**config.mk**
```make
export PLATFORM = sky130hd
export DESIGN_NAME = vga_pixel_shifter
export DESIGN_NICKNAME = d
export VERILOG_FILES = /design/src/rtl/vga_pixel_shifter.sv
export SDC_FILE = /design/constraint.sdc
export NUM_CORES = 1
export LEC_CHECK = 0
export CAP_MARGIN = 20
export CORE_MARGIN = 2
export CORE_UTILIZATION = 44
export CTS_CLUSTER_SIZE = 20
export DETAILED_ROUTE_END_ITERATION = 8
export PLACE_DENSITY = 0.8
export SYNTH_ARGS = -nofsm -noshare
export SYNTH_HDL_FRONTEND = slang
export SYNTH_SLANG_ARGS = --single-unit
```
**constraint.sdc**
```tcl
create_clock -name clk -period 1.2 [get_ports clk]
set_clock_uncertainty 0.2 [all_clocks]
set_input_delay 0.24 -clock clk [delete_from_list [all_inputs] [get_ports clk]]
set_output_delay 0.24 -clock clk [all_outputs]
set_load 0.02 [all_outputs]
```
**src/rtl/vga_pixel_shifter.sv**
```systemverilog
// vga_pixel_shifter
// Pixel back-end that sits directly behind the CRTC. In each 8-pixel character
// slot it captures the character code and sidebands, looks up the glyph in the
// font ROM, and shifts the glyph out MSB-first as foreground/background colour.
// Sync and blank go through the same number of stages as the pixels, so they
// stay aligned with the video.
//
// Optional feature macro: INVERSE_VIDEO_EN
//   When defined, vram_data[7] is an inverse-video attribute. The font is then
//   128 glyphs and is addressed by code[6:0]. When undefined, the full 8-bit
//   code selects one of 256 glyphs.

module vga_pixel_shifter #(
   parameter int                 RGB_W    = 4,
   parameter logic [3*RGB_W-1:0] FG_RESET = 12'hFFF,
   parameter logic [3*RGB_W-1:0] BG_RESET = 12'h000
) (
   input  logic               clk,
   input  logic               reset,
   input  logic               latch,
   input  logic [7:0]         vram_data,
   input  logic [3:0]         ra,
   input  logic               cursor,
   input  logic               blank,
   input  logic               hsync_in,
   input  logic               vsync_in,
   output logic [11:0]        font_addr,
   input  logic [7:0]         font_data,
   input  logic [3*RGB_W-1:0] fg_color,
   input  logic [3*RGB_W-1:0] bg_color,
   output logic [RGB_W-1:0]   red,
   output logic [RGB_W-1:0]   green,
   output logic [RGB_W-1:0]   blue,
   output logic               hsync,
   output logic               vsync
);

   localparam int CW = 3 * RGB_W;

   logic          boundary;

   logic [11:0]   fontAddr_q;
   logic [11:0]   fontAddr_d;
   logic          curA_q;
   logic          blkA_q;
   logic          hsA_q;
   logic          vsA_q;

   logic [7:0]    glyphB_q;
   logic [7:0]    glyph_d;
   logic          blkB_q;
   logic          hsB_q;
   logic          vsB_q;
   logic [CW-1:0] fg_q;
   logic [CW-1:0] bg_q;

   logic [7:0]    sh_q;
   logic [7:0]    sh_d;
   logic          blkS_q;
   logic          hsS_q;
   logic          vsS_q;

   logic [CW-1:0] rgb_q;
   logic [CW-1:0] rgb_d;
   logic          hsync_q;
   logic          vsync_q;

   // latch is an active-low strobe; every low cycle counts as a new slot.
   assign boundary = ~latch;

`ifdef INVERSE_VIDEO_EN
   logic invA_q;

   // Bit 7 of the code is the inverse attribute, so the font only sees 7 bits.
   assign fontAddr_d = {1'b0, vram_data[6:0], ra};
   assign glyph_d    = font_data ^ {8{curA_q ^ invA_q}};

   // The inverse attribute travels with the stage-A capture of its cell.
   always_ff @(posedge clk or negedge reset) begin
      if (!reset) begin
         invA_q <= 1'b0;
      end else if (boundary) begin
         invA_q <= vram_data[7];
      end
   end
`else
   assign fontAddr_d = {vram_data, ra};
   assign glyph_d    = font_data ^ {8{curA_q}};
`endif

   // Stage A: capture the cell from the CRTC and hold the font address for the slot.
   always_ff @(posedge clk or negedge reset) begin
      if (!reset) begin
         fontAddr_q <= '0;
         curA_q     <= 1'b0;
         blkA_q     <= 1'b1;
         hsA_q      <= 1'b1;
         vsA_q      <= 1'b1;
      end else if (boundary) begin
         fontAddr_q <= fontAddr_d;
         curA_q     <= cursor;
         blkA_q     <= blank;
         hsA_q      <= hsync_in;
         vsA_q      <= vsync_in;
      end
   end

   assign font_addr = fontAddr_q;

   // Stage B: take the glyph the ROM produced over the last slot and sample the colours.
   always_ff @(posedge clk or negedge reset) begin
      if (!reset) begin
         glyphB_q <= '0;
         blkB_q   <= 1'b1;
         hsB_q    <= 1'b1;
         vsB_q    <= 1'b1;
         fg_q     <= FG_RESET;
         bg_q     <= BG_RESET;
      end else if (boundary) begin
         glyphB_q <= glyph_d;
         blkB_q   <= blkA_q;
         hsB_q    <= hsA_q;
         vsB_q    <= vsA_q;
         fg_q     <= fg_color;
         bg_q     <= bg_color;
      end
   end

   // Shifter next state and pixel colour selection; blank forces black.
   always_comb begin
      sh_d = {sh_q[6:0], 1'b0};
      if (boundary) begin
         sh_d = glyphB_q;
      end
      rgb_d = '0;
      if (!blkS_q) begin
         rgb_d = sh_q[7] ? fg_q : bg_q;
      end
   end

   // Shifter stage: load the stage-B glyph at the boundary, otherwise shift left.
   always_ff @(posedge clk or negedge reset) begin
      if (!reset) begin
         sh_q   <= '0;
         blkS_q <= 1'b1;
         hsS_q  <= 1'b1;
         vsS_q  <= 1'b1;
      end else begin
         sh_q <= sh_d;
         if (boundary) begin
            blkS_q <= blkB_q;
            hsS_q  <= hsB_q;
            vsS_q  <= vsB_q;
         end
      end
   end

   // Output register: one more clock so colour and syncs leave from flops together.
   always_ff @(posedge clk or negedge reset) begin
      if (!reset) begin
         rgb_q   <= '0;
         hsync_q <= 1'b1;
         vsync_q <= 1'b1;
      end else begin
         rgb_q   <= rgb_d;
         hsync_q <= hsS_q;
         vsync_q <= vsS_q;
      end
   end

   assign red   = rgb_q[CW-1 -: RGB_W];
   assign green = rgb_q[2*RGB_W-1 -: RGB_W];
   assign blue  = rgb_q[RGB_W-1:0];
   assign hsync = hsync_q;
   assign vsync = vsync_q;

endmodule

```
## After elaboration in Yosys (flattened, before gate mapping)

Cells that the tools add are included.
W data, S select, Z words.

- Muxes and demuxes: 3
- Bitwise logic cells: 1

Operators with widths:

| kind | number |
|---|---|
| $mux W12 | 2 |
| $mux W8 | 1 |
| $xor A8 B8 Y8 | 1 |

- Flip-flop bits (word level): 76
- Input port bits: 51
- Output and inout port bits: 26
- Logic and storage cells: 22

## Longest topological paths before layout

- Depth after elaboration: 2
- Depth in mapped cells: 4
- Depth with buffers taken out: 2

## Least setup slack after synthesis

Ideal clock, no wire load.

- Path type: register to register
- From: register blkS_q
- To: register rgb_q[10]
- Library setup time: 132 ps
- Arrival: 857 ps
- Required time: 868 ps
- Path slack: 11 ps
- Stages on the path, launching flop included: 3
- Buffers on the path: 1
- Period minus slack after synthesis: 1189 ps
- Path through: dfstp_2 -> buf_1 -> nor2_1

- Word-level cells in the longest chain between the ends: 1

RTL lines:

| what | RTL line | RTL |
|---|---|---|
| from (decl) | 59 | `logic blkS_q;` |
| from (signal assigned) | 151 | `blkS_q <= blkB_q;` |
| $mux W12 | 136 | `if (!blkS_q) begin` |
| net rgb_d[10] | 64 | `logic [CW-1:0] rgb_d;` |
| to (signal assigned) | 165 | `rgb_q <= rgb_d;` |
| to (decl) | 63 | `logic [CW-1:0] rgb_q;` |

The timed path passes the listed nets, and every way through them passes these cells.
A chain may end at the register's enable or synchronous reset.

## Worst setup path in the final report

- From: register hsync_q (netlist: hsync)
- To: output port hsync

RTL lines:

| what | RTL line | RTL |
|---|---|---|
| from (decl) | 65 | `logic hsync_q;` |
| from (signal assigned) | 166 | `hsync_q <= hsS_q;` |
| to (decl) | 34 | `output logic hsync,` |

No word-level cell between the ends.

==> impl_results.md <==
- Net Switching: 1.742 mW
- Failing checks: setup timing
- Buffers and inverters on the worst path: 1
- CP cell instances: buf_6
- Rows: 30
- Minimum clock period: 1.408 ns
- Clock power share: 32.0%
- CP arrival: 0.97 ns
- RSZ-0062 raised after global routing: true
- Global-route usage over all layers: 14.73%
- Period utilization: 117.4%
- WL/cell: 14.21 um
- CTS tree: done
- Pwr Density: 1573 nW/um^2
- Largest net degree at the start of global routing: 42
- Reg clk slew, reported paths: 0.08 ns
- GR Overflow Total: 0
- Commonest cells post-synth: dfrtp_1 (53), mux2_4 (53), dfstp_2 (23)
- Comb power frac: 20.9%
- R2r setup slk: -0.03 ns
- Critical path depth: 1
- Insertion delay to the later sink of the worst-skew pair: 0.34 ns
- Drt pass-1 iters: 4
- Die W: 88.54 um
- Number of buffers created by CTS: 9
- Antenna violations before repair: 0
- Via count: 1713
- Worst reg2reg path depth: 2
- Critical path type: reg2out
- P&R area growth vs syn: 38.04%
- Yosys reg bits: 76
- Switching Share: 25.51%
- WL final: 5384 um
- Worst slew pin tran: 0.2733 ns
- Mapped Cells: 189
- Ports: 77
- Required time worst endpoint: 0.76 ns
- Worst setup margin: -0.2083 ns
- Crit-path slowest cell: dfstp_2
- Antenna cells: 0
- Via-per-instance ratio: 4.520
- Sink Count: 76
- Port Buffers: 76
- Layout cells sized above 1: 47.00%
- CP endpoint kind: output port
- Hpwl dp: 3595 um
- Routed Antenna Nets: 0
- Fin cells: 379
- VDD IR max: 771.0 uV
- Vias in the first global route: 1794
- Mapped Area: 3144 um^2
- Placed Instances: 356
- Routability Congestion: 0.6954
- Iter 0 DRT Violations: 69
- Die height: 88.54 um
- Syn nets: 240
- Crit path largest cell delay: 0.53 ns
- Distinct cell type count after synthesis: 13
- Clock Path Buffers: 2
- Min-delay worst type: reg2reg
- Core ar.: 6869 um^2
- Status: finished with violations
- Relative slew margins: 81.78%
- Yosys warning count: 0
- Register area share after synthesis: 61.40%
- Fillers: 512
- EDFF count, synth: 0
- Max Slew Vio Count: 0
- Min-Delay Path Depth: 0
- Final nets: 329
- Reg power frac: 47.1%
- LEAKAGE: 2.001 nW
- Tot Pwr: 6.828 mW
- Achievable Freq: 710.1 MHz
- Top-area cell type share of the netlist area: 42.18%
- Starting Density: 45.77%
- Synth area leader: dfrtp_1
- Count of final setup violators: 29
- Die area: 7838 um^2
- Primary FF master, synth: dfrtp_1
- Endpoints failing hold: 0
- Synthesized area per cell: 16.64 um^2
- Crit start category: flop
- Ys async rst share: 100.0%
- DRC: 0
- CP max FO: 1
- Root Driver: clkbuf_8
- Pint: 5.087 mW
- Crit path max-delay family: flip-flops
- H-tree depth: 3
- Synth area leaders: dfrtp_1 (42%), mux2_4 (25%), dfstp_2 (19%)
- Max-cap violations: 0
- First-pass GRT wire length: 8652 um
## routing by layer
layer | up-vias | routed length (um) | track usage (%)
li1 | 819 | - | -
met1 | 849 | 2332 | 19.02
met2 | 38 | 2770 | 23.92
met3 | 7 | 194 | 3.451
met4 | 0 | 87 | 6.198
met5 | - | 0 | 0
## sequential cells by signal, indices dropped and copies added, names as in the netlist
register / count
blkS_q: 1
hsB_q: 1
hsS_q: 1
vsB_q: 1
vsA_q: 1
glyphB_q: 8
hsync: 1
fg_q: 12
font_addr: 12
hsA_q: 1
vsync: 1
bg_q: 12
vsS_q: 1
curA_q: 1
rgb_q: 12
sh_q: 8
blkA_q: 1
blkB_q: 1
## cell families (layout without fill, tap and decap cells)
group / after synthesis / count (layout) / share of synthesized area (%)
AO/OA/AOI/OAI: 8 / 8 / 1.273
XOR/XNOR: 8 / 8 / 2.229
buffers and inverters: 11 / 105 / 3.382
flip-flops: 76 / 76 / 61.40
multiplexers: 65 / 65 / 29.13
AND/OR/NAND/NOR: 21 / 21 / 2.587
## power by group through the flow
stage	combinational, mW	clock, mW	sequential [mW]
4_1_cts	1.42	2.26	3.22
2_1_floorplan	0.644	0	3.33
3_3_place_gp	1.35	0	3.21
6_report	1.43	2.19	3.21
5_1_grt	1.53	2.39	3.25
3_5_place_dp	1.37	0	3.24
## cells in the final DEF, fill, tap and decap left out, drive strengths merged
cell type / instances
buf: 40
inv: 4
mux2i: 12
clkbuf: 9
mux2: 53
nor2b: 1
clkdlybuf4s50: 48
nand2: 8
dfrtp: 53
clkinvlp: 1
dlygate4sd3: 1
dfstp: 23
o21ai: 8
xnor2: 8
nor2: 12
bufinv: 2
## metrics by stage
step           setup TNS, ns  util (%)  cell area, um^2  hold WS [ns]  worst slack [ns]
2_1_floorplan              0         -             3144       -0.2556           0.01098
3_3_place_gp          -6.110     58.54             4021       0.02474           -0.3185
3_5_place_dp          -6.625     58.54             4021       0.02592           -0.3176
4_1_cts               -3.392     62.73             4309        0.1747           -0.2278
5_1_grt               -4.189     63.19             4340        0.1805           -0.2509
6_report              -2.894     63.19             4340        0.1738           -0.2083
## cell type report
type / instances / area [um^2] / area share, %
clock buffers: 9 / 123.9 / 2.854
clock inverters: 7 / 105.1 / 2.421
well taps: 96 / 120.1 / 2.767
multi-input cells: 102 / 1107 / 25.51
repair buffers: 89 / 952.2 / 21.94
flip-flops and latches: 76 / 1932 / 44.51
## what timing repair did
item                       in CTS  in global routing
hold buffers                    1                  0
hold endpoints to repair       76                  0
setup buffers                   2                  4
setup endpoints to repair      33                 27
gates resized for setup       157                  1
## final timing paths
| kind | from | to |
|---|---|---|
| hold reg to reg | vsS_q | vsync |
| hold / removal | vsS_q | vsync |
| min in group asynchronous | reset | rgb_q[8] |
| setup / recovery | hsync | hsync |
| max in group asynchronous | reset | hsB_q |
| setup reg to reg | curA_q | curA_q |
Power figures use the tool's default switching activity.
